### src/rtl/pcie_tx_skip_scheduler.sv
// pcie_tx_skip_scheduler
//   Sits between the TX symbol sources (LTSSM training source and data link
//   layer source) and the 8b10b TX lane of a 2-symbol/clk gen1/2 x1 link.
//   Forwards the selected source and, once every SKIP_INTERVAL clocks, owes
//   one SKP ordered set (COM SKP SKP SKP). An owed SKP is sent only after the
//   active source acks the request at a packet boundary; SKPs owed during a
//   long stall accumulate (up to MAX_PENDING) and go out back-to-back.
//
// Ports
//   clk, rst                 clock, synchronous active-high reset
//   link_up                  1 = link-layer source, 0 = training source
//   tx_train_* / tx_ll_*     source symbols, K flags and skip acks
//   tx_skip_req              level request to the active source
//   tx_skip_done             1-clk pulse when the SKP burst has finished
//   tx_data, tx_charisk      registered symbols/K flags to the encoder
//   skip_pending             number of SKP ordered sets still owed
//   skip_overflow            1-clk pulse when a schedule point is lost
//
// state    | meaning
// ---------+-----------------------------------------------------------
// IDLE     | forward source, nothing owed
// WAIT_ACK | forward source, request raised, waiting for source ack
// SKP0     | emit COM SKP (first half of ordered set)
// SKP1     | emit SKP SKP (second half), retire one owed SKP
module pcie_tx_skip_scheduler #(
  parameter int SKIP_INTERVAL = 600,
  parameter int MAX_PENDING   = 3,
  localparam int PW           = $clog2(MAX_PENDING + 1)
) (
  input  logic          clk,
  input  logic          rst,
  input  logic          link_up,
  input  logic [15:0]   tx_train_data,
  input  logic [1:0]    tx_train_charisk,
  input  logic          tx_train_skip_ack,
  input  logic [15:0]   tx_ll_data,
  input  logic [1:0]    tx_ll_charisk,
  input  logic          tx_ll_skip_ack,
  output logic          tx_skip_req,
  output logic          tx_skip_done,
  output logic [15:0]   tx_data,
  output logic [1:0]    tx_charisk,
  output logic [PW-1:0] skip_pending,
  output logic          skip_overflow
);

  localparam int CW = (SKIP_INTERVAL > 1) ? $clog2(SKIP_INTERVAL) : 1;

  localparam logic [15:0] SKP_HALF0 = 16'h1CBC;  // K28.5 in [7:0], K28.0 in [15:8]
  localparam logic [15:0] SKP_HALF1 = 16'h1C1C;

  typedef enum logic [1:0] {
    IDLE     = 2'd0,
    WAIT_ACK = 2'd1,
    SKP0     = 2'd2,
    SKP1     = 2'd3
  } state_t;

  state_t        state, state_nxt;
  logic [CW-1:0] interval_cnt;
  logic          sched;
  logic          dec;
  logic          at_max;
  logic [PW-1:0] pending_nxt;
  logic          overflow_nxt;

  logic [15:0]   sel_data;
  logic [1:0]    sel_k;
  logic          sel_ack;

  logic [15:0]   data_nxt;
  logic [1:0]    k_nxt;
  logic          req_nxt;
  logic          done_nxt;

  assign sel_data = link_up ? tx_ll_data     : tx_train_data;
  assign sel_k    = link_up ? tx_ll_charisk  : tx_train_charisk;
  assign sel_ack  = link_up ? tx_ll_skip_ack : tx_train_skip_ack;

  assign sched  = (interval_cnt == CW'(SKIP_INTERVAL - 1));
  assign dec    = (state == SKP1);
  assign at_max = (skip_pending == PW'(MAX_PENDING));

  // A schedule point coinciding with the SKP1 retire cancels out.
  always_comb begin
    pending_nxt  = skip_pending;
    overflow_nxt = sched && at_max;
    if (sched && !dec && !at_max)
      pending_nxt = skip_pending + PW'(1);
    else if (!sched && dec)
      pending_nxt = skip_pending - PW'(1);
  end

  always_comb begin
    state_nxt = state;
    data_nxt  = sel_data;
    k_nxt     = sel_k;
    req_nxt   = 1'b0;
    done_nxt  = 1'b0;
    case (state)
      IDLE: begin
        if (skip_pending != '0) begin
          state_nxt = WAIT_ACK;
          req_nxt   = 1'b1;
        end
      end
      WAIT_ACK: begin
        if (sel_ack)
          state_nxt = SKP0;
        else
          req_nxt   = 1'b1;
      end
      SKP0: begin
        data_nxt  = SKP_HALF0;
        k_nxt     = 2'b11;
        state_nxt = SKP1;
      end
      SKP1: begin
        data_nxt = SKP_HALF1;
        k_nxt    = 2'b11;
        // Still owing SKPs: keep bursting without asking the source again.
        if (pending_nxt != '0) begin
          state_nxt = SKP0;
        end else begin
          state_nxt = IDLE;
          done_nxt  = 1'b1;
        end
      end
      default: state_nxt = IDLE;
    endcase
  end

  always_ff @(posedge clk) begin
    if (rst) begin
      state         <= IDLE;
      interval_cnt  <= '0;
      skip_pending  <= '0;
      skip_overflow <= 1'b0;
      tx_data       <= '0;
      tx_charisk    <= '0;
      tx_skip_req   <= 1'b0;
      tx_skip_done  <= 1'b0;
    end else begin
      state         <= state_nxt;
      interval_cnt  <= sched ? '0 : interval_cnt + CW'(1);
      skip_pending  <= pending_nxt;
      skip_overflow <= overflow_nxt;
      tx_data       <= data_nxt;
      tx_charisk    <= k_nxt;
      tx_skip_req   <= req_nxt;
      tx_skip_done  <= done_nxt;
    end
  end

endmodule

### config.mk
export PLATFORM = sky130hd
export DESIGN_NAME = pcie_tx_skip_scheduler
export DESIGN_NICKNAME = d
export VERILOG_FILES = /design/src/rtl/pcie_tx_skip_scheduler.sv
export SDC_FILE = /design/constraint.sdc
export NUM_CORES = 1
export LEC_CHECK = 0
export CAP_MARGIN = 0
export CORE_ASPECT_RATIO = 1.75
export CORE_MARGIN = 3
export CORE_UTILIZATION = 41
export CTS_CLUSTER_DIAMETER = 50
export DETAILED_ROUTE_END_ITERATION = 16
export PLACE_DENSITY = 0.76
export SYNTH_ARGS = -nofsm -noshare
export SYNTH_HDL_FRONTEND = slang
export SYNTH_SLANG_ARGS = --single-unit
export TNS_END_PERCENT = 10
### constraint.sdc
create_clock -name clk -period 1.8 [get_ports clk]
set_input_delay 0.36 -clock clk [delete_from_list [all_inputs] [get_ports clk]]
set_output_delay 0.36 -clock clk [all_outputs]
set_load 0.1 [all_outputs]
Word-level counts from Yosys, hierarchy flattened
Index checks and enable logic that the tools add are counted.
Storage, ports and cells
  bits in registers: 35
  bits of input ports: 41
  output and inout port bits: 23
  logic and storage cells: 48
Cells by class
  add/sub/neg operators: 3
  equality and inequality tests: 7
  mux-type cells: 15
  bitwise logic cells: 1
  reduce and logical (&&, ||, !) cells: 14
Operators by type and width (number)
  $pmux W16 S2: 1
  $mux W16: 1
  $mux W2: 7
  $add A10 B1 Y10 const B: 1
  $eq A10 B10 Y1 const B: 1
  $pmux W2 S4: 1
  $eq A2 B2 Y1 const B: 3
  $reduce_or A2 Y1: 3
  $logic_and A1 B1 Y1: 4
  $mux W1: 4
  $ne A2 B2 Y1 const B: 2
  $reduce_bool A2 Y1: 2
  $logic_not A1 Y1: 3
  $add A2 B1 Y2 const B: 1
  $eq A2 B1 Y1 const B: 1
  $logic_not A2 Y1: 1
  $pmux W1 S2: 1
  $reduce_and A2 Y1: 1
  $sub A2 B1 Y2 const B: 1
  $not A1 Y1: 1

Longest topological paths before layout
Gate-level depths: netlist of run 1.
  depth in word-level cells: 8
  gate-level depth with buffers: 6
  gate-level depth less buffers: 5

Least setup slack after synthesis of run 1
OpenSTA, ideal clock, no wires.
  path type: register to register
  from: reg skip_pending[1]
  to: reg tx_skip_done
  library setup time: 80 ps
  arrival: 1912 ps
  required time: 1720 ps
  slack: -192 ps
  stages on the path, launching flop included: 6
  buffers on the path: 0
  clock period less this slack: 1992 ps
  cell sequence: dfxtp_1 inv_1 ha_1 nand2_1 mux2i_1 nor3b_1
Between the ends
  word-level cells in the longest chain between the ends: 6
  elaborated cells on any way between the ends: 9
  classes of those cells: add/sub: 2; eq/ne: 1; mux: 3; reduce/logical: 3
Ends and longest elaborated chain
  from (decl): RTL line 43  | output logic [PW-1:0] skip_pending,
  from (signal assigned): RTL line 146  | skip_pending <= pending_nxt;
  parallel branches: the longest is 3 deep, another holds $sub A2 B1 Y2
  $mux W2 (*): RTL line 88  | if (sched && !dec && !at_max)
  $reduce_bool A2 Y1 (*): RTL line 122  | if (pending_nxt != '0) begin
  $mux W1 (*): RTL line 122
  to (signal assigned): RTL line 151  | tx_skip_done <= done_nxt;
  to (decl): RTL line 40  | output logic tx_skip_done,
Every way passes the cells marked *.
A chain may end at the register's enable or synchronous reset.

Worst setup path in the final report of run 1
  from: reg interval_cnt[0]
  to: reg skip_pending[0]
Between the ends
  word-level cells in the longest chain between the ends: 5
  elaborated cells on any way between the ends: 7
  classes of those cells: eq/ne: 1; mux: 2; reduce/logical: 4
Ends and longest elaborated chain
  from (decl): RTL line 60  | logic [CW-1:0] interval_cnt;
  from (signal assigned): RTL line 145  | interval_cnt <= sched ? '0 : interval_cnt + CW'(1);
  $eq A10 B10 Y1 (*): RTL line 80  | assign sched = (interval_cnt == CW'(SKIP_INTERVAL - 1));
  $logic_not A1 Y1: RTL line 90  | else if (!sched && dec)
  $logic_and A1 B1 Y1: RTL line 90
  $mux W2: RTL line 90
  $mux W2 (*): RTL line 88
Every way passes the cells marked *; elsewhere a longest branch is shown, timed or not.

==> results of run 1 <==
[per-stage QoR]
stage               std cells  power (mW)  worst slack, ps  hold slack, ps  util, %
floorplan                 146        1.67              182             426        -
finish                    258        2.69             51.1             518     72.2
CTS                       258        2.71             57.1             518     72.2
global route              258        2.79             2.91             540     72.2
detailed placement        250        2.18             60.4             507     69.8
global placement          250        2.14              144             436     69.8
[kinds of logic after synthesis]
group	Yosys count	share of synthesized area, %
compound gates	17	7.09
xor+xnor	8	4.84
fa+ha+maj	3	2.59
buf+inv	11	3.11
flops	35	48.4
mux	22	15.9
simple gates	50	18.1
[worst min path at each step]
| stage | end | depth (start not counted) | slack, ps |
|---|---|---|---|
| floorplan | interval_cnt[0] | 1 | 430 |
| global placement | interval_cnt[0] | 1 | 440 |
| detailed placement | interval_cnt[0] | 1 | 510 |
| CTS | interval_cnt[0] | 1 | 520 |
| global route | interval_cnt[0] | 1 | 540 |
| finish | interval_cnt[0] | 1 | 520 |
[power by group through the flow]
stage / clock (mW) / combinational [mW] / sequential (mW)
finish: 0.534 / 1.18 / 0.970
CTS: 0.548 / 1.19 / 0.970
global route: 0.583 / 1.23 / 0.980
detailed placement: 0 / 1.19 / 0.987
floorplan: 0 / 0.196 / 1.48
global placement: 0 / 1.17 / 0.977
[sequential cells by signal, indices dropped and copies added, names as in the netlist]
name and count:
tx_skip_done 1, tx_charisk 2, state 2, tx_skip_req 1, interval_cnt 10, skip_pending 2, tx_data 16, skip_overflow 1
[critical path: cells and delay by family (launching register included)]
| family | cells | cell delay (ps) |
|---|---|---|
| fa+ha+maj | 1 | 220 |
| flops | 1 | 390 |
| mux | 2 | 640 |
| simple gates | 2 | 390 |
[placed cells by master (no fill, tap or decap), types with 3 or more instances in the layout]
master,netlist,layout
clkdlybuf4s50_1,0,40
dfxtp_1,35,33
nor2_1,24,24
buf_12,0,24
mux2i_1,20,20
a21oi_1,11,11
nand2_1,8,8
xor2_1,5,5
clkbuf_8,0,5
inv_1,4,4
nand3_1,3,3
xnor2_1,3,3
ha_1,3,3
[final cells by class]
type,count,share of cell area (%)
clock buffer,7,3.11
tap,45,2.29
multi-input combinational,100,28.6
timing repair buffer,66,36.5
inverter,4,0.612
clock inverter,1,0.204
sequential,35,28.7
[metal layers]
layer	part of all wire (%)	vias up	track usage (%)	wire, um
li1	-	625	-	-
met1	34	621	18.4	1360
met2	56	54	38.8	2270
met3	7.5	12	7.82	305
met4	3.1	0	10.8	128
met5	0	-	0	0
==> flow_summary.json, run 1 <==
{
  "status": "completed",
  "synth_top_cells_by_count": "dfxtp_1 (35), nor2_1 (24), mux2i_1 (20)",
  "fillers": 255,
  "path_cells": "ha_1, and3b_1, nand4b_4, mux2_4, mux2_4",
  "rsz0062_at_grt": "false",
  "ios": 64,
  "ff_latch_area_um2": 703,
  "ant_nets": 0,
  "cts_inserted_buffers": 5,
  "cpMaxStageDelayCell": "dfxtp_1",
  "cts_max_level": 2,
  "synth_top_area_share_pct": 48.4,
  "core_um2": 3400,
  "hold_path_class": "reg -> reg",
  "drive_above_1_share_pct": 17.8,
  "cts_hold_buffers": 0,
  "worst_ep_arrival_time_ps": 1930,
  "regToRegStartpoint": "interval_cnt[0]",
  "hpwl_um": 3340,
  "multi_input_area_um2": 702,
  "clkPwrFrac_pct": 19.9,
  "startpoint": "interval_cnt[0]",
  "synth_most_common_cell": "dfxtp_1",
  "grt_max_degree": 16,
  "clk_latency_ps": 290,
  "num_rows": 28,
  "powerDensity_nw_per_um2": 1100,
  "antenna_found_initial": 0,
  "path_clk_slew_ps": 70,
  "gr-total-overflow": 0,
  "finalWirelength_um": 4070,
  "syn-cell-area_um2": 1450,
  "cts_tree": "done",
  "synth.avg_cell_area_um2": 9.92,
  "maxCapViolations": 0,
  "setup-tns-final_ps": 0,
  "r2r_setup_slack_ps": 50,
  "crit_fanout": 7,
  "finClkSkew_ps": 6.22,
  "slew_headroom_pct": 75.8,
  "place_congestion": 0.760,
  "combPwrFrac_pct": 44.0,
  "cts_root_buf": "clkbuf_8",
  "min_period_ps": 1750,
  "ys_warn_count": 0,
  "synth-seq-cells": 35,
  "antenna_cells": 0,
  "die_w_um": 50.9,
  "final_area_um2": 2450,
  "cp.required_ps": 1980,
  "yosysTopAreaCell": "dfxtp_1",
  "start_util_pct": 42.6,
  "crit_path_end_kind": "register",
  "synthesis.nets": 190,
  "grtUsageTotal_pct": 20.8,
  "switching_share_pct": 40.4,
  "synth_edf_count": 0,
  "peakVddDrop_mv": 0.738,
  "synthCells": 146,
  "worstSetupPathType": "reg -> reg",
  "p_leak_nw": 1.08,
  "drtIter0Drc": 15,
  "num_vias": 1312,
  "clk_path_buf_depth": 2,
  "reg2reg_depth": 5,
  "nets": 256,
  "drt-pass1-iter-count": 5,
  "synthDistinctLibCells": 31,
  "start_kind": "register",
  "grt_pass1_vias": 1399,
  "wl_per_cell_um": 15.8,
  "internal-power_mw": 1.60,
  "die_y_um": 84.6,
  "crit_end": "skip_pending[0]",
  "die_area_um2": 4310,
  "cts_resized": 0,
  "cts_num_sinks": 35,
  "drv_slew": 0,
  "cpMostUsedCell": "mux2_4",
  "setup_viol": 0,
  "viasPerCell": 5.09,
  "port_buffers": 63,
  "place_area_um2": 2370,
  "crit_path_max_incr_delay_ps": 390,
  "hold_viol": 0,
  "synth.area.top_cells": "dfxtp_1 (48%), mux2i_1 (14%), nor2_1 (6.2%)",
  "r2r-end": "skip_pending[0]",
  "grt_pass1_wl_um": 6650,
  "fmax_mhz": 572,
  "period_share_pct": 97.2,
  "drc": 0,
  "tightestPinTransition_ps": 363,
  "ys.flop_type": "dfxtp_1",
  "ys_seq_area_share_pct": 48.4,
  "p_switching_mw": 1.09,
  "area_growth_pct": 69.5,
  "min_from": "interval_cnt[0]",
  "postCtsSetupBuffers": 0,
  "synthArstFlopShare_pct": 0,
  "pwr-share-seq_pct": 36.1
}
(Power assumes the default switching activity.)
==> run 2, diff against run 1 <==
--- a/config.mk
+++ b/config.mk
@@ -11,6 +11,7 @@
 export CORE_UTILIZATION = 41
 export CTS_CLUSTER_DIAMETER = 50
 export DETAILED_ROUTE_END_ITERATION = 16
+export GPL_TIMING_DRIVEN = 0
 export PLACE_DENSITY = 0.76
 export SYNTH_ARGS = -nofsm -noshare
 export SYNTH_HDL_FRONTEND = slang
==> flow_summary.json, run 2 (synthesis gave the netlist of run 1 again) <==
{
  "hold_viol": 0,
  "die_y_um": 84.6,
  "die_area_um2": 4310,
  "period_share_pct": 98.0,
  "cts_root_buf": "clkbuf_8",
  "clk_latency_ps": 280,
  "peakVddDrop_mv": 0.699,
  "slew_headroom_pct": 36.5,
  "core_um2": 3400,
  "ant_nets": 0,
  "place_congestion": 0.827,
  "rsz0062_at_grt": "true",
  "total_power_mw": 2.44,
  "gr-total-overflow": 0,
  "powerDensity_nw_per_um2": 1140,
  "top_register": "tx_data",
  "status": "completed",
  "antenna_cells": 0,
  "crit_path_max_incr_delay_ps": 820,
  "r2r_setup_slack_ps": 100,
  "cts_num_sinks": 35,
  "cts_tree": "done",
  "num_rows": 28,
  "area_growth_pct": 47.7,
  "worstSetupPathType": "reg -> out",
  "setup_slack_ps": 35.6,
  "cts_hold_buffers": 0,
  "final_area_um2": 2140,
  "min_period_ps": 1760,
  "grt_max_degree": 11,
  "crit_family": "buffers and inverters",
  "start_kind": "register",
  "num_vias": 1268,
  "viasPerCell": 4.88,
  "hpwl_um": 2860,
  "final_cell_mix": "clkdlybuf4s50_1 (39), dfxtp_1 (33), nor2_1 (24), mux2i_1 (20), clkbuf_2 (16)",
  "p_leak_nw": 0.978,
  "setup-tns-final_ps": 0,
  "layout_commonest_cell": "clkdlybuf4s50_1",
  "maxCapViolations": 0,
  "nets": 259,
  "path_clk_slew_ps": 60,
  "drv_slew": 0,
  "crit_fanout": 1,
  "postCtsSetupBuffers": 0,
  "largest_register_ffs": 16,
  "finClkSkew_ps": 7.74,
  "final_core_util_pct": 62.9,
  "place_area_um2": 2130,
  "drive_above_1_share_pct": 16.3,
  "hold_path_class": "reg -> reg",
  "grt_pass1_vias": 1326,
  "drc": 0,
  "fmax_mhz": 567,
  "cts_inserted_buffers": 5,
  "drt-pass1-iter-count": 4,
  "ios": 64,
  "fillers": 303,
  "antenna_found_initial": 0,
  "setup_viol": 0,
  "reg_top3": "tx_data x16, interval_cnt x10",
  "drtIter0Drc": 19,
  "crit_path_end_kind": "primary output",
  "start_util_pct": 42.6,
  "cp.required_ps": 1440,
  "wl_per_cell_um": 13.7,
  "finalWirelength_um": 3560,
  "worst_ep_arrival_time_ps": 1400,
  "die_w_um": 50.9,
  "tightestPinTransition_ps": 957,
  "port_buffers": 62,
  "clk_path_buf_depth": 2,
  "path_cells": "clkdlybuf4s15_1",
  "cpMaxStageDelayCell": "clkdlybuf4s15_1",
  "grt_pass1_wl_um": 5930,
  "grtUsageTotal_pct": 18.0,
  "cts_max_level": 2,
  "path_buf_inv": 1,
  "dp_slack_ps": -56.2
}
[run 2: changes by cell type in the layout (fill, tap and decap cells not counted), sizes merged]
cell and change:
clkdlybuf4s15 +7, clkbuf +17, buf -21, clkdlybuf4s50 -1
[run 2: layer usage]
| metal | wire length [um] | up-vias | part of all wire (%) | GRT usage [%] |
|---|---|---|---|---|
| met5 | 0 | - | 0 | 0 |
| met4 | 95 | 0 | 2.7 | 8.58 |
| met3 | 294 | 10 | 8.3 | 7.28 |
| met2 | 1890 | 58 | 53 | 32.4 |
| met1 | 1280 | 568 | 36 | 16.9 |
| li1 | - | 632 | - | - |
[run 2: through the flow]
stage / cells / hold WS, ps
floorplan: 146 / 426
global placement: 253 / 434
detailed placement: 253 / 458
CTS: 260 / 473
global route: 260 / 501
finish: 260 / 468
[run 2: final timing paths]
path                      to  cells after the start       startpoint
max reg2reg  skip_pending[0]                      5  interval_cnt[0]
min reg2reg  interval_cnt[0]                      1  interval_cnt[0]
min          interval_cnt[0]                      1  interval_cnt[0]
max              tx_data[13]                      1      tx_data[13]
[run 2: final cells by class]
cell class / instances / area [um^2] / share of cell area [%]
flip-flops and latches: 35 / 703 / 32.9
multi-input cells: 100 / 702 / 32.8
repair buffers: 62 / 544 / 25.5
clock buffers: 6 / 82.6 / 3.86
well taps: 45 / 56.3 / 2.63
plain buffers: 7 / 30.0 / 1.40
inverters: 4 / 15.0 / 0.702
clock inverters: 1 / 5.00 / 0.234
[run 2: what timing repair did]
action	4_1_cts	5_1_grt
setup endpoints to repair	23	18
pin swaps	0	0
resized for setup	45	20
[run 2: where the power goes]
part           internal, mW  switching (mW)  total (mW)
Sequential            0.874          0.0488       0.922
Clock                 0.300           0.256       0.555
Combinational         0.236           0.723       0.959
==> run 3, diff against run 2 <==
--- a/config.mk
+++ b/config.mk
@@ -8,11 +8,12 @@
 export CAP_MARGIN = 0
 export CORE_ASPECT_RATIO = 1.75
 export CORE_MARGIN = 3
-export CORE_UTILIZATION = 41
+export CORE_UTILIZATION = 43
+export CTS_BUF_LIST = sky130_fd_sc_hd__clkbuf_4
 export CTS_CLUSTER_DIAMETER = 50
 export DETAILED_ROUTE_END_ITERATION = 16
 export GPL_TIMING_DRIVEN = 0
-export PLACE_DENSITY = 0.76
+export PLACE_DENSITY = 0.79
 export SYNTH_ARGS = -nofsm -noshare
 export SYNTH_HDL_FRONTEND = slang
 export SYNTH_SLANG_ARGS = --single-unit
==> constraint.sdc (replaced) <==
create_clock -name clk -period 1.9 [get_ports clk]
set_input_delay 0.38 -clock clk [delete_from_list [all_inputs] [get_ports clk]]
set_output_delay 0.38 -clock clk [all_outputs]
set_load 0.1 [all_outputs]
==> flow_summary.json, run 3 (synthesis gave the netlist of run 1 again) <==
{
  "grt_max_degree": 11,
  "hold_path_class": "reg -> reg",
  "top_register": "tx_data",
  "cts_inserted_buffers": 5,
  "min_period_ps": 1860,
  "combPwrFrac_pct": 42.2,
  "start_util_pct": 45.6,
  "reg2reg_depth": 5,
  "clkPwrFrac_pct": 17.4,
  "nets": 259,
  "worst_ep_arrival_time_ps": 1480,
  "area_growth_pct": 46.1,
  "slew_headroom_pct": 36.0,
  "cp.depth": 1,
  "crit_path_end_kind": "primary output",
  "die_area_um2": 4130,
  "switching_share_pct": 44.3,
  "rsz0062_at_grt": "false",
  "num_vias": 1276,
  "cts_max_level": 2,
  "drt-pass1-iter-count": 4,
  "largest_register_ffs": 16,
  "reg_top3": "tx_data x16, interval_cnt x10",
  "ios": 64,
  "powerDensity_nw_per_um2": 1020,
  "path_clk_slew_ps": 90,
  "crit_path_max_incr_delay_ps": 820,
  "hpwl_um": 2830,
  "setup_viol": 0,
  "cts_tree": "done",
  "tightestPinTransition_ps": 964,
  "port_buffers": 62,
  "gr-total-overflow": 0,
  "drv_slew": 0,
  "clk_latency_ps": 330,
  "finClkSkew_ps": 5.85,
  "num_rows": 27,
  "cts_root_buf": "clkbuf_4",
  "drc": 0,
  "fin_cells": 259,
  "r2r-end": "skip_pending[0]",
  "setup-tns-final_ps": 0,
  "viasPerCell": 4.93,
  "drive_above_1_share_pct": 13.9,
  "die_w_um": 49.9,
  "maxCapViolations": 0,
  "p_switching_mw": 0.958,
  "fillers": 301,
  "path_cells": "clkdlybuf4s15_1",
  "hold_viol": 0,
  "layout_commonest_cell": "clkdlybuf4s50_1",
  "antenna_found_initial": 0,
  "finalHoldWorstSlack_ps": 477,
  "cts_num_sinks": 35,
  "peakVddDrop_mv": 0.696,
  "ant_nets": 0,
  "worstSetupPathType": "reg -> out",
  "start_kind": "register",
  "crit_family": "buffers and inverters",
  "internal-power_mw": 1.20,
  "grt_pass1_wl_um": 5740,
  "p_leak_nw": 0.962,
  "place_congestion": 0.797,
  "multi_input_area_um2": 702,
  "antenna_cells": 0,
  "path_buf_inv": 1,
  "regToRegStartpoint": "interval_cnt[0]",
  "die_y_um": 82.8,
  "finalWirelength_um": 3510,
  "core_um2": 3180,
  "r2r_setup_slack_ps": 160,
  "fmax_mhz": 538,
  "status": "completed",
  "placedCellCount": 251,
  "crit_fanout": 1,
  "drtIter0Drc": 10,
  "startpoint": "tx_data[7]",
  "grt_pass1_vias": 1206,
  "final_cell_mix": "clkdlybuf4s50_1 (39), dfxtp_1 (33), nor2_1 (24), mux2i_1 (20), clkbuf_2 (13)",
  "pwr-share-seq_pct": 40.4,
  "ff_latch_area_um2": 703,
  "cpMaxStageDelayCell": "clkdlybuf4s15_1",
  "period_share_pct": 97.8,
  "wl_per_cell_um": 13.5,
  "grtUsageTotal_pct": 18.5,
  "cp.required_ps": 1520,
  "crit_end": "tx_data[7]",
  "clk_path_buf_depth": 2
}
run 3: cell types whose count changed in the layout (fill, tap and decap cells not counted):
cell / change
clkinv_2: -1
clkbuf_2: -3
clkbuf_8: -6
clkdlybuf4s15_1: +4
clkbuf_4: +6
clkinv_1: +2
clkdlybuf4s15_2: -1
run 3: metal layers:
layer	up-vias	wire length [um]	global-route usage, %
li1	635	-	-
met1	583	1280	16.8
met2	51	1880	34.9
met5	-	0	0
met4	0	62	8.31
met3	7	286	8.08
run 3: power by group through the flow:
stage,combinational [mW],clock [mW],sequential [mW]
after floorplan,0.186,0,1.40
after global placement,0.950,0,0.885
after detailed placement,0.968,0,0.890
after CTS,0.929,0.396,0.871
after global routing,0.957,0.423,0.887
final,0.913,0.377,0.873
run 3: cell type report:
cell class | instances | share of cell area (%)
Sequential cell | 35 | 33.3
Multi-Input combinational cell | 100 | 33.2
Timing Repair Buffer | 62 | 26.4
Tap cell | 43 | 2.54
Clock buffer | 6 | 2.13
Buffer | 7 | 1.42
Inverter | 4 | 0.710
Clock inverter | 2 | 0.355
run 3: metrics by stage:
stage | utilization (%) | area, um^2 | power [mW] | worst slack, ps
4_1_cts | 68.2 | 2160 | 2.20 | 1.52
3_3_place_gp | 66.9 | 2120 | 1.84 | 31.2
5_1_grt | 66.6 | 2110 | 2.27 | 0.852
2_1_floorplan | - | 1450 | 1.59 | 282
6_report | 66.6 | 2110 | 2.16 | 41.4
3_5_place_dp | 66.9 | 2120 | 1.86 | 32.5
run 3: what timing repair did:
action | 4_1_cts | 5_1_grt
gates resized for setup | 36 | 25
buffers inserted | 0 | 0
setup endpoints to repair | 23 | 18
hold buffers | 0 | 0
run 3: how the worst min path moves through the flow:
stage,endpoint,start,cells after the start
after floorplan,interval_cnt[0],interval_cnt[0],1
after global placement,interval_cnt[0],interval_cnt[0],1
after detailed placement,interval_cnt[0],interval_cnt[0],1
after CTS,interval_cnt[0],interval_cnt[0],1
after global routing,interval_cnt[0],interval_cnt[0],1
final,interval_cnt[0],interval_cnt[0],1
==> patch 1, RTL diff (config.mk and constraints of run 3) <==
The 4 states of `state_t` get a one-hot encoding in 4 bits.
--- a/src/rtl/pcie_tx_skip_scheduler.sv
+++ b/src/rtl/pcie_tx_skip_scheduler.sv
@@ -51,7 +51,7 @@
 
-  typedef enum logic [1:0] {
-    IDLE     = 2'd0,
-    WAIT_ACK = 2'd1,
-    SKP0     = 2'd2,
-    SKP1     = 2'd3
+  typedef enum logic [3:0] {
+    IDLE     = 4'b0001,
+    WAIT_ACK = 4'b0010,
+    SKP0     = 4'b0100,
+    SKP1     = 4'b1000
   } state_t;
Function: no difference found for any inputs over 10 cycles, from zero or initial values and one cycle with rst high; not proved beyond that.
==> patch 1 against run 3 <==
Sequential cell count rose by 2. Area after synthesis rose by 8.1%. Utilization grew 0.10 points. Die area up 7.3%. Routed wire length rose by 17%. Sequential share of layout area fell by 0.58 points. Worst setup slack improved by 7.9 ps. Non-clock buffer count shrank 1. Cell area increased by 8.3%. Critical path type is now register to register. Critical endpoint is now state[0]. Largest cell class is now multi-input combinational cells.
Power is not compared: it rests on default switching activity, and its combinational part moved more than twofold at a synthesized area within 25%.
==> patch 1: results <==
[outcome]
status = "finished, final reports clean"

[synthesis]
synth_cell_types = 35
netlist_top_cells_area = "dfxtp_1 47%, mux2i_1 12%, nor2_1 6.7%"
syn_inst = 159
synthesis.nets = 203
seq_area_frac_synth_pct = 47.32

[global_route]
grt_start_max_net_pins = 12
grt_pass1_wl_mm = 6.851
grt_usage_pct = 20.04

[critical_path]
critPathMaxFanout = 4
worstPathArrival_ps = 2080
slowest_stage = "dfxtp_1"
max_stage_delay_ps = 380

[routing]
wl_met3_um = 309
vias = 1396
first_iter_violations = 27
wl_per_cell_um = 15.06

[place]
place.port_buffers = 61
dp_hpwl_mm = 3.215

[timing]
finClkSkew_ps = 12.05
tightest_slew_ps = 964.4

[finish]
drive_gt1_share_pct = 15.42
reg.largest.list = "tx_data x16, interval_cnt x10, state x4"

[hold_path]
min_path_type = "input pin to register"

[clock_network]
clk_pin_slew_ps = 110
==> patch 1: metal layers <==
metal | GRT usage, % | vias to the layer above
met5 | 0 | -
met4 | 5.012 | 0
met3 | 6.087 | 6
met2 | 38.63 | 53
met1 | 19.89 | 639
li1 | - | 698
==> patch 1: final cells by class <==
| class | count | area [um^2] |
|---|---|---|
| buffer | 7 | 33.78 |
| clock buffer | 5 | 37.54 |
| clock inverter | 2 | 35.03 |
| fill | 293 | 1144 |
| inverter | 3 | 11.26 |
| multi-input combinational | 112 | 793.3 |
| sequential | 37 | 748.2 |
| tap | 45 | 56.30 |
| timing repair buffer | 61 | 574.3 |
==> patch 1: kinds of logic (layout without fill, tap and decap cells) <==
group,count (synthesis),after routing,share of synthesized area [%]
AND/OR/NAND/NOR,56,56,19.50
flip-flops,37,37,47.32
AO/OA/AOI/OAI,23,23,9.353
multiplexers,20,20,12.95
XOR/XNOR,10,10,5.595
buffers and inverters,10,78,2.877
adder cells (fa/ha/maj),3,3,2.398
==> patch 1: power groups by stage <==
stage	Combinational [W]	Clock (W)	Sequential [W]
2_1_floorplan	0.0000662	0	0.00102
3_3_place_gp	0.000392	0	0.000830
3_5_place_dp	0.000399	0	0.000832
4_1_cts	0.000385	0.000521	0.000813
5_1_grt	0.000401	0.000557	0.000816
6_report	0.000382	0.000508	0.000814
==> patch 1: worst max-delay path: cells and delay by family, from the launching register on <==
kind | cells | cell delay, ps
simple gates | 2 | 620
flops | 1 | 380
mux | 1 | 230
xor+xnor | 1 | 150
compound gates | 1 | 370
==> patch 1: timing repair <==
item,CTS,global route
setup endpoints to repair,23,21
gates resized for setup,33,26
cloned,0,0
endpoints found under the hold margin,0,0
setup buffers,0,0
==> patch 1: per-stage QoR <==
step	power (W)	cell area (um^2)	setup slack, ps	hold slack (ps)	util [%]
2_1_floorplan	0.001083	1575	2.022	417.5	-
3_3_place_gp	0.001222	2242	41.90	425.0	65.31
3_5_place_dp	0.001231	2242	40.03	442.8	65.31
4_1_cts	0.001719	2298	0.9954	390.2	66.95
5_1_grt	0.001775	2290	-58.80	404.1	66.69
6_report	0.001703	2290	49.35	400.7	66.69
==> patch 1: path summary, 6_finish.rpt <==
path / slack, ps / start / cells after the start / endpoint
min: 400 / rst / 2 / tx_data[11]
max reg2reg: 50 / interval_cnt[5] / 5 / state[0]
min reg2reg: 470 / interval_cnt[0] / 1 / interval_cnt[0]
max: 50 / interval_cnt[5] / 5 / state[0]
==> patch 2, RTL diff (settings of run 3) <==
Without the edit above. Change the parameter `MAX_PENDING` from 3 to 6.
--- a/src/rtl/pcie_tx_skip_scheduler.sv
+++ b/src/rtl/pcie_tx_skip_scheduler.sv
@@ -26,3 +26,3 @@
   parameter int SKIP_INTERVAL = 600,
-  parameter int MAX_PENDING   = 3,
+  parameter int MAX_PENDING   = 6,
   localparam int PW           = $clog2(MAX_PENDING + 1)
Ports: changed (resized skip_pending); port bits go from 64 to 65. No check against the original RTL was run, so the function may have changed too.
==> patch 2 against run 3 <==
Sequential cell count grew 1. Cell area grew 8.1%. Worst setup slack lost 8.9 ps. Critical path depth is the same. Count of clock-buffer cells in the layout is the same. First-iteration DRC count grew 110%. Clock skew grew 1.9 ps. Area after synthesis grew 7.2%. Routed wire length shrank 2.9%. Critical endpoint is now tx_data[3]. Largest cell class is now multi-input combinational cells.
Power is not compared: it rests on default switching activity, and its combinational part moved more than twofold at a synthesized area within 25%.
==> patch 2: results <==
[outcome]
status = "finished, final reports clean"

[routing]
first_iter_violations = 21
wl_per_cell_um = 12.04

[synthesis]
synthFlopType = "dfxtp_1"
synthesis.nets = 213
yosys.area_share.xor_xnor_pct = 5.081
synth_cell_types = 38
syn_avg_cell_area_um2 = 9.290
syn_area_um2 = 1551
netlist_top_cells_area = "dfxtp_1 46%, nor2_1 7.5%, mux2i_1 6.5%"
seq_area_frac_synth_pct = 46.45
synth_compound_area_share_pct = 10.24
synth.area.mux_share_pct = 6.452
synth_common_cells = "36 x dfxtp_1, 31 x nor2_1, 10 x a211oi_1, 10 x mux2i_1, 10 x nor2b_1"
synthAdderAreaFrac_pct = 4.032

[critical_path]
cp-endpoint = "tx_data[3]"
worstPathArrival_ps = 1490
crit_start = "tx_data[3]"
r2r-end = "tx_skip_done"
rr_worst_depth = 6
ff2ff_setup_slack_ps = 120

[timing]
fin_ws_ps = 32.57
finClkSkew_ps = 7.711
tightest_slew_ps = 967.1
hold_slack_ps = 475.8

[finish]
drive_gt1_share_pct = 13.87
reg.largest.list = "tx_data x16, interval_cnt x10, skip_pending x3"
final_cells = 283
fillers = 324
finish.net_count = 283

[place]
dp_hpwl_mm = 2.650
post_dp_cell_area_um2 = 2245
dp_slack_ps = -33.50

[global_route]
grt_pass1_wl_mm = 5.444
grt_pass1_vias = 1204
grt_start_max_net_pins = 12
grt_usage_pct = 16.52

[clock_network]
clk_pin_slew_ps = 110
patch 2: layer usage:
layer,routed length [um],global-route usage [%],up-vias
li1,-,-,708
met1,1283,16.47,620
met2,1862,29.58,40
met3,196,5.448,8
met4,65,7.876,0
met5,0,0,-
patch 2: cell type report:
type / instances / area (um^2) / area share [%]
multi-input combinational: 119 / 777.0 / 33.99
sequential: 36 / 726.9 / 31.80
timing repair buffer: 63 / 591.8 / 25.89
tap: 45 / 56.30 / 2.463
clock buffer: 6 / 45.04 / 1.970
buffer: 9 / 42.54 / 1.861
clock inverter: 2 / 35.03 / 1.533
inverter: 3 / 11.26 / 0.4926
patch 2: power by group through the flow:
stage	combinational (W)	sequential, W	clock, W
final	0.000397	0.000798	0.000547
after global routing	0.000419	0.000801	0.000579
after CTS	0.000407	0.000798	0.000557
after detailed placement	0.000420	0.000816	0
after global placement	0.000418	0.000815	0
after floorplan	0.0000698	0.00102	0
